## config.mk

```make
export PLATFORM = sky130hd
export DESIGN_NAME = seg7_scan_decoder
export DESIGN_NICKNAME = d
export VERILOG_FILES = /design/src/rtl/seg7_pkg.sv /design/src/rtl/seg7_pattern_to_hex.sv /design/src/rtl/seg7_scan_decoder.sv
export SDC_FILE = /design/constraint.sdc
export NUM_CORES = 1
export LEC_CHECK = 0
export CORE_AREA = 3 3 111 113
export DETAILED_ROUTE_END_ITERATION = 10
export DIE_AREA = 0 0 114 116
export PLACE_DENSITY = 0.57
export SETUP_SLACK_MARGIN = 0.15
export SYNTH_ARGS = -nofsm -noshare
export SYNTH_HDL_FRONTEND = slang
export SYNTH_HIERARCHICAL = 1
export SYNTH_SLANG_ARGS = --single-unit
```

## constraint.sdc

```tcl
create_clock -name clk -period 3.05 [get_ports clk]
set_input_delay 0.4575 -clock clk [delete_from_list [all_inputs] [get_ports clk]]
set_output_delay 0.4575 -clock clk [all_outputs]
set_load 0.01 [all_outputs]
```

## src/rtl/seg7_pkg.sv

```systemverilog
// -----------------------------------------------------------------------------
// seg7_pkg
// Shared definitions for the 7-segment forward decoder and the inverse
// scan decoder:
//   - SEG_W / seg7_t : segment bus width and bit order {g,f,e,d,c,b,a}
//   - SEG7_TABLE     : active-low segment patterns for hex digits 0-F
//   - ST_LOST/TRACK  : scan decoder state encoding
//   - hex_to_seg()   : forward lookup, nibble -> segment pattern
// -----------------------------------------------------------------------------
package seg7_pkg;

  localparam int unsigned SEG_W = 7;

  // Segment lines as they appear on the cathode bus, MSB first.
  typedef struct packed {
    logic g;
    logic f;
    logic e;
    logic d;
    logic c;
    logic b;
    logic a;
  } seg7_t;

  localparam logic [0:0] ST_LOST  = 1'b0;
  localparam logic [0:0] ST_TRACK = 1'b1;

  // Active-low cathode patterns, index = hex value.
  localparam logic [SEG_W-1:0] SEG7_TABLE [16] = '{
    7'h40, 7'h79, 7'h24, 7'h30,
    7'h19, 7'h12, 7'h02, 7'h78,
    7'h00, 7'h10, 7'h08, 7'h03,
    7'h46, 7'h21, 7'h06, 7'h0E
  };

  function automatic logic [SEG_W-1:0] hex_to_seg(input logic [3:0] nib);
    return SEG7_TABLE[nib];
  endfunction

endpackage

```

## src/rtl/seg7_pattern_to_hex.sv

```systemverilog
// -----------------------------------------------------------------------------
// seg7_pattern_to_hex
// Combinational inverse of the hex-to-segment table.
//   pattern : active-low segment pattern {g,f,e,d,c,b,a}
//   nibble  : hex value whose pattern matches (0 when no match)
//   valid   : pattern is one of the 16 table entries
// -----------------------------------------------------------------------------
module seg7_pattern_to_hex
  import seg7_pkg::*;
(
  input  logic [SEG_W-1:0] pattern,
  output logic [3:0]       nibble,
  output logic             valid
);

  always_comb begin
    nibble = '0;
    valid  = 1'b0;
    for (int unsigned i = 0; i < 16; i++) begin
      if (pattern == SEG7_TABLE[i]) begin
        nibble = 4'(i);
        valid  = 1'b1;
      end
    end
  end

endmodule

```

## src/rtl/seg7_scan_decoder.sv

```systemverilog
// -----------------------------------------------------------------------------
// seg7_scan_decoder
// Watches the anode/cathode lines of a multiplexed 7-segment display and
// rebuilds the hex digit shown on each position.
//   clk, rst     : clock, synchronous active-high reset
//   an           : digit enables, active-low, bit i = digit i
//   seg          : cathodes, active-low, {g,f,e,d,c,b,a}
//   digits       : decoded nibbles, digit i at [4i+3:4i]
//   digit_valid  : digit i committed since reset / loss
//   err          : last dwell on digit i carried an unknown pattern
//   update       : one-cycle pulse per commit
//   frame_done   : one-cycle pulse once every digit has committed
//   lost         : high while no scanning is observed
// -----------------------------------------------------------------------------
module seg7_scan_decoder
  import seg7_pkg::*;
#(
  parameter int unsigned NUM_DIGITS     = 4,
  parameter int unsigned STABLE_CYCLES  = 4,
  parameter int unsigned TIMEOUT_CYCLES = 65536
) (
  input  logic                    clk,
  input  logic                    rst,
  input  logic [NUM_DIGITS-1:0]   an,
  input  logic [SEG_W-1:0]        seg,
  output logic [4*NUM_DIGITS-1:0] digits,
  output logic [NUM_DIGITS-1:0]   digit_valid,
  output logic [NUM_DIGITS-1:0]   err,
  output logic                    update,
  output logic                    frame_done,
  output logic                    lost
);

  localparam int unsigned CNT_W  = $clog2(STABLE_CYCLES + 1);
  localparam int unsigned IDLE_W = $clog2(TIMEOUT_CYCLES + 1);
  localparam logic [CNT_W-1:0]  CNT_FULL  = CNT_W'(STABLE_CYCLES);
  localparam logic [IDLE_W-1:0] IDLE_LAST = IDLE_W'(TIMEOUT_CYCLES - 1);

  // Input sample and the sample before it
  logic [NUM_DIGITS-1:0] an_q, an_d;
  logic [NUM_DIGITS-1:0] an_prev_q, an_prev_d;
  seg7_t                 seg_q, seg_d;
  seg7_t                 seg_prev_q, seg_prev_d;

  // Stability tracking
  logic [CNT_W-1:0] cnt_q, cnt_d;
  logic             committed_q, committed_d;
  logic             sample_same;
  logic             one_low;
  logic             commit;

  // Captured display state
  logic [4*NUM_DIGITS-1:0] digits_q, digits_d;
  logic [NUM_DIGITS-1:0]   valid_q, valid_d;
  logic [NUM_DIGITS-1:0]   err_q, err_d;
  logic [NUM_DIGITS-1:0]   seen_q, seen_d;
  logic                    update_q, update_d;
  logic                    frame_done_q, frame_done_d;

  // Scan supervision
  logic [0:0]        state_q, state_d;
  logic [IDLE_W-1:0] idle_q, idle_d;

  logic [3:0] dec_nibble;
  logic       dec_valid;

  seg7_pattern_to_hex u_dec (
    .pattern (seg_q),
    .nibble  (dec_nibble),
    .valid   (dec_valid)
  );

  // Sampling and stability counter. The counter looks at the registered
  // sample against the one before it, so a value stable at the pins from
  // edge k reaches a full count at edge k+STABLE_CYCLES.
  always_comb begin
    an_d       = an;
    seg_d      = seg;
    an_prev_d  = an_q;
    seg_prev_d = seg_q;

    sample_same = (an_q == an_prev_q) && (seg_q == seg_prev_q);
    one_low     = ($countones(~an_q) == 1);

    if (!sample_same) begin
      cnt_d = CNT_W'(1);
    end else if (cnt_q != CNT_FULL) begin
      cnt_d = cnt_q + CNT_W'(1);
    end else begin
      cnt_d = cnt_q;
    end

    commit = sample_same && (cnt_d == CNT_FULL) && !committed_q && one_low;

    if (!sample_same) begin
      committed_d = 1'b0;
    end else begin
      committed_d = committed_q | commit;
    end
  end

  // Commit, seen-mask and timeout handling
  always_comb begin
    digits_d     = digits_q;
    valid_d      = valid_q;
    err_d        = err_q;
    seen_d       = seen_q;
    update_d     = commit;
    frame_done_d = 1'b0;
    state_d      = state_q;
    idle_d       = idle_q;

    // A full mask is cleared here; a commit in the same cycle is applied
    // below, so it lands in the fresh mask.
    if (&seen_q) begin
      frame_done_d = 1'b1;
      seen_d       = '0;
    end

    for (int unsigned i = 0; i < NUM_DIGITS; i++) begin
      if (commit && !an_q[i]) begin
        seen_d[i] = 1'b1;
        if (dec_valid) begin
          digits_d[4*i +: 4] = dec_nibble;
          valid_d[i]         = 1'b1;
          err_d[i]           = 1'b0;
        end else begin
          err_d[i] = 1'b1;
        end
      end
    end

    // Commit takes priority over an expiring idle count.
    if (commit) begin
      state_d = ST_TRACK;
      idle_d  = '0;
    end else if (state_q == ST_TRACK) begin
      if (idle_q == IDLE_LAST) begin
        state_d = ST_LOST;
        idle_d  = '0;
        valid_d = '0;
        err_d   = '0;
        seen_d  = '0;
      end else begin
        idle_d = idle_q + IDLE_W'(1);
      end
    end
  end

  always_ff @(posedge clk) begin
    if (rst) begin
      an_q         <= '1;
      an_prev_q    <= '1;
      seg_q        <= '1;
      seg_prev_q   <= '1;
      cnt_q        <= '0;
      committed_q  <= 1'b0;
      digits_q     <= '0;
      valid_q      <= '0;
      err_q        <= '0;
      seen_q       <= '0;
      update_q     <= 1'b0;
      frame_done_q <= 1'b0;
      state_q      <= ST_LOST;
      idle_q       <= '0;
    end else begin
      an_q         <= an_d;
      an_prev_q    <= an_prev_d;
      seg_q        <= seg_d;
      seg_prev_q   <= seg_prev_d;
      cnt_q        <= cnt_d;
      committed_q  <= committed_d;
      digits_q     <= digits_d;
      valid_q      <= valid_d;
      err_q        <= err_d;
      seen_q       <= seen_d;
      update_q     <= update_d;
      frame_done_q <= frame_done_d;
      state_q      <= state_d;
      idle_q       <= idle_d;
    end
  end

  assign digits      = digits_q;
  assign digit_valid = valid_q;
  assign err         = err_q;
  assign update      = update_q;
  assign frame_done  = frame_done_q;
  assign lost        = (state_q == ST_LOST);

endmodule

```

==> summary.txt <==
Outcome
  • Status: completed

Layout
  • Fill count: 1178
  • Antenna diodes: 0
  • Area grow syn2layout: 26.85%
  • Non-filler instance count after layout: about 570
  • Layout cells sized above 1: 0.1878
  • Nets: 440

Synthesis
  • Number of synthesized register bits: 74
  • Synthesized area per cell: between 9 and 10 um^2
  • Main synth FF type: dfxtp_1
  • Synth Instances: around 380
  • Post-synth top area cell: dfxtp_1
  • Top cell type's share of synthesized area: 0.4355
  • Register area share after synthesis: 0.4355
  • Syn Nets: ~390
  • Top cells by area, synth: dfxtp_1 44%, xnor2_1 5.1%, or2_2 4.0%
  • Synthesis Warnings: 6
  • Number of synthesized flops with an enable pin: 0
  • Post-Synthesis Cell Area: ~0.0034 mm^2
  • Post-synth ARST share: 0
  • Distinct cells, synth: 56

Detailed routing
  • Total number of vias: about 2800
  • Initial DRC count: 117
  • Via density: approximately 4.9
  • Pre-antenna DRT Iters: 4
  • Routed WL: 7770 um
  • DR DRC count: 0
  • Antenna viol nets, final: 0
  • Per-cell routed wire length: 13.66 um

Global route
  • Vias in the first global route: about 2700
  • Total gr overflow: 0
  • Global-route wire length before repair: 13160 um
  • Initial antenna violation count: 0
  • Pin count of the biggest net entering global routing: 42
  • Total GRT Usage: 0.1255

Placed design
  • Post-DP HPWL: roughly 5500 um
  • Port Buffers: 39
  • GPL Wtd Cong: 0.7661
  • Post-Place Cells: 552
  • DP Worst Slack: around 0.28 ns

Timing
  • Smallest hold slack: 0.4767 ns
  • Post-route setup slack: 0.3402 ns
  • Final min period: 2.710 ns
  • Relative slew slack: 0.5500
  • Highest Clock Rate: 0.3690 GHz
  • Sum Neg Setup Slack: 0 ns
  • Hold Fails Final Rpt: 0
  • Unrepaired setup endpoints after global routing: no
  • Final setup fails: 0
  • Worst Skew: 0.006864 ns
  • Worst-Margin Slew: 0.6749 ns
  • Fin crit share: 0.8885
  • Final Max Tran Viols: 0

Pwr
  • Pwr/cell area: 527.0 mW/mm^2
  • Leak: between 0.0015 and 0.002 uW
  • Peak ir drop on the vdd network: 0.2027 mV
  • Overall Power: 2274 uW

Clock network
  • Clock Pin Slew Worst Setup and Hold Paths: 0.06 ns
  • Clock buffer depth: 2
  • CTS root buffer: clkbuf_16
  • CTS Buf Count: 9
  • H-tree Lvls: 3
  • CTS tree: built
  • CTS Sinks: 74
  • Clk Latency, worst-skew pair: 0.34 ns
  • Cts hold-fix bufs: 0

Worst setup path
  • Critical Path AT: 2.90 ns
  • WP data required: 3.24 ns
  • CP endpoint kind: register
  • Reg2reg path depth: 10
  • Crit Path Max Fanout: 5
  • Crit start category: register
  • R2R Setup Slk: 0.34 ns
  • CP Class: reg2reg

Min path
  • Min-Delay Path Depth: 2
  • Min-Delay Path Class: reg2reg

Floorplan
  • Die ar.: 0.01322 mm^2
  • Die X: 114 um
  • Die height: 116 um
  • IO Pins: 40
  • Starting Density: 0.2979
  • Site Rows: 39
  • Core Area: 0.01142 mm^2

Run
  • Max Cap Viol: 0
## cell usage in the layout (no fill, tap or decap), types with 3 or more instances in the layout
cell,synthesis,layout
buf_4,0,17
nor3b_1,4,4
nor3_1,8,8
a22oi_1,4,4
inv_1,13,13
o21ai_0,17,17
and3_1,3,3
a211oi_1,5,5
nor2_1,36,36
xnor2_1,20,20
dfxtp_1,74,73
or4_1,3,3
or2_2,22,22
clkbuf_16,0,9
nand4_1,9,9
or3b_2,3,3
a21oi_1,25,25
nand3_1,19,19
xor2_1,6,6
a31oi_1,3,3
o31ai_1,5,5
clkdlybuf4s50_1,0,38
ha_1,5,5
nand2_1,20,20
nor3_2,8,8
nand3b_1,6,6
## per-layer routing
metal	vias to the layer above	global-route usage	routed length (um)
li1	1422	-	-
met1	1307	0.1614	3593
met4	0	0.06334	129
met3	11	0.03394	441
met2	64	0.1940	3606
met5	-	0	0
## repair_timing
item,CTS,global route
buffers inserted,0,1
resized for setup,0,1
setup endpoints to repair,0,9
## flip-flops by register name, indices dropped and copies added (netlist names)
name,count
state_q,1
idle_q,17
an_prev_d,4
cnt_q,3
seg_prev_q,7
committed_q,1
err,4
digits,16
update,1
an_prev_q,4
frame_done,1
digit_valid,4
seen_q,4
seg_prev_d,7
## kinds of logic after synthesis
family                   after synthesis  share of synthesized area
AO/OA/AOI/OAI                         74                     0.1390
XOR/XNOR                              26                    0.06694
adder cells (fa/ha/maj)                6                    0.02427
buffers and inverters                 34                    0.04854
flip-flops                            74                     0.4355
multiplexers                           1                   0.003310
AND/OR/NAND/NOR                      160                     0.2825
## worst max-delay path, stage by stage (launching register included)
cell	delay, ns
dfxtp_1	0.33
fa_1	0.53
inv_1	0.04
ha_1	0.17
ha_1	0.27
nor3_1	0.17
nand4_1	0.11
buf_4	0.17
or3b_2	0.50
o21ai_0	0.20
a21oi_1	0.08
## final timing paths
| path | startpoint | endpoint |
|---|---|---|
| max | an_prev_d[0] | digits[14] |
| min | digits[8] | digits[8] |
| max reg2reg | an_prev_d[0] | digits[14] |
| min reg2reg | digits[8] | digits[8] |
## Yosys cell counts, drive strengths merged, types with 2 or more instances
master	instances
nor3b	4
nor3	16
o22ai	2
a211oi	5
xnor2	20
o211ai	3
nand4	11
or3b	4
ha	5
a31oi	3
nor4bb	2
xor2	6
or2	22
nor2b	2
inv	13
dfxtp	74
nor2	36
o31ai	6
nor4	4
clkbuf	12
a22oi	4
and3b	2
and3	3
nand2	20
nand3	20
or4	5
o21ai	18
nand3b	6
buf	9
a21oi	26
## power breakdown
group	total [uW]	leakage (uW)	internal, uW	switching [uW]
Sequential	998	0.000601	982	16.7
Clock	1140	0.000155	739	405
Combinational	132	0.000768	58.5	73.2
Total	2270	0.00152	1780	495
## area by class of cell
class                   count  area [um^2]  share of cell area
multi-input cells         267         1764              0.4088
clock inverters             6        88.84             0.02059
clock buffers              10        239.0             0.05538
inverters                  13        48.80             0.01131
flip-flops and latches     74         1483              0.3436
well taps                 143        178.9             0.04146
repair buffers             56        513.0              0.1189
## per-stage QoR
step	utilization	instance area (um^2)
3_5_place_dp	0.3485	3979
4_1_cts	0.3772	4307
2_1_floorplan	-	3402
5_1_grt	0.3779	4315
6_report	0.3779	4315
3_3_place_gp	0.3485	3979
(Power assumes the default switching activity.)
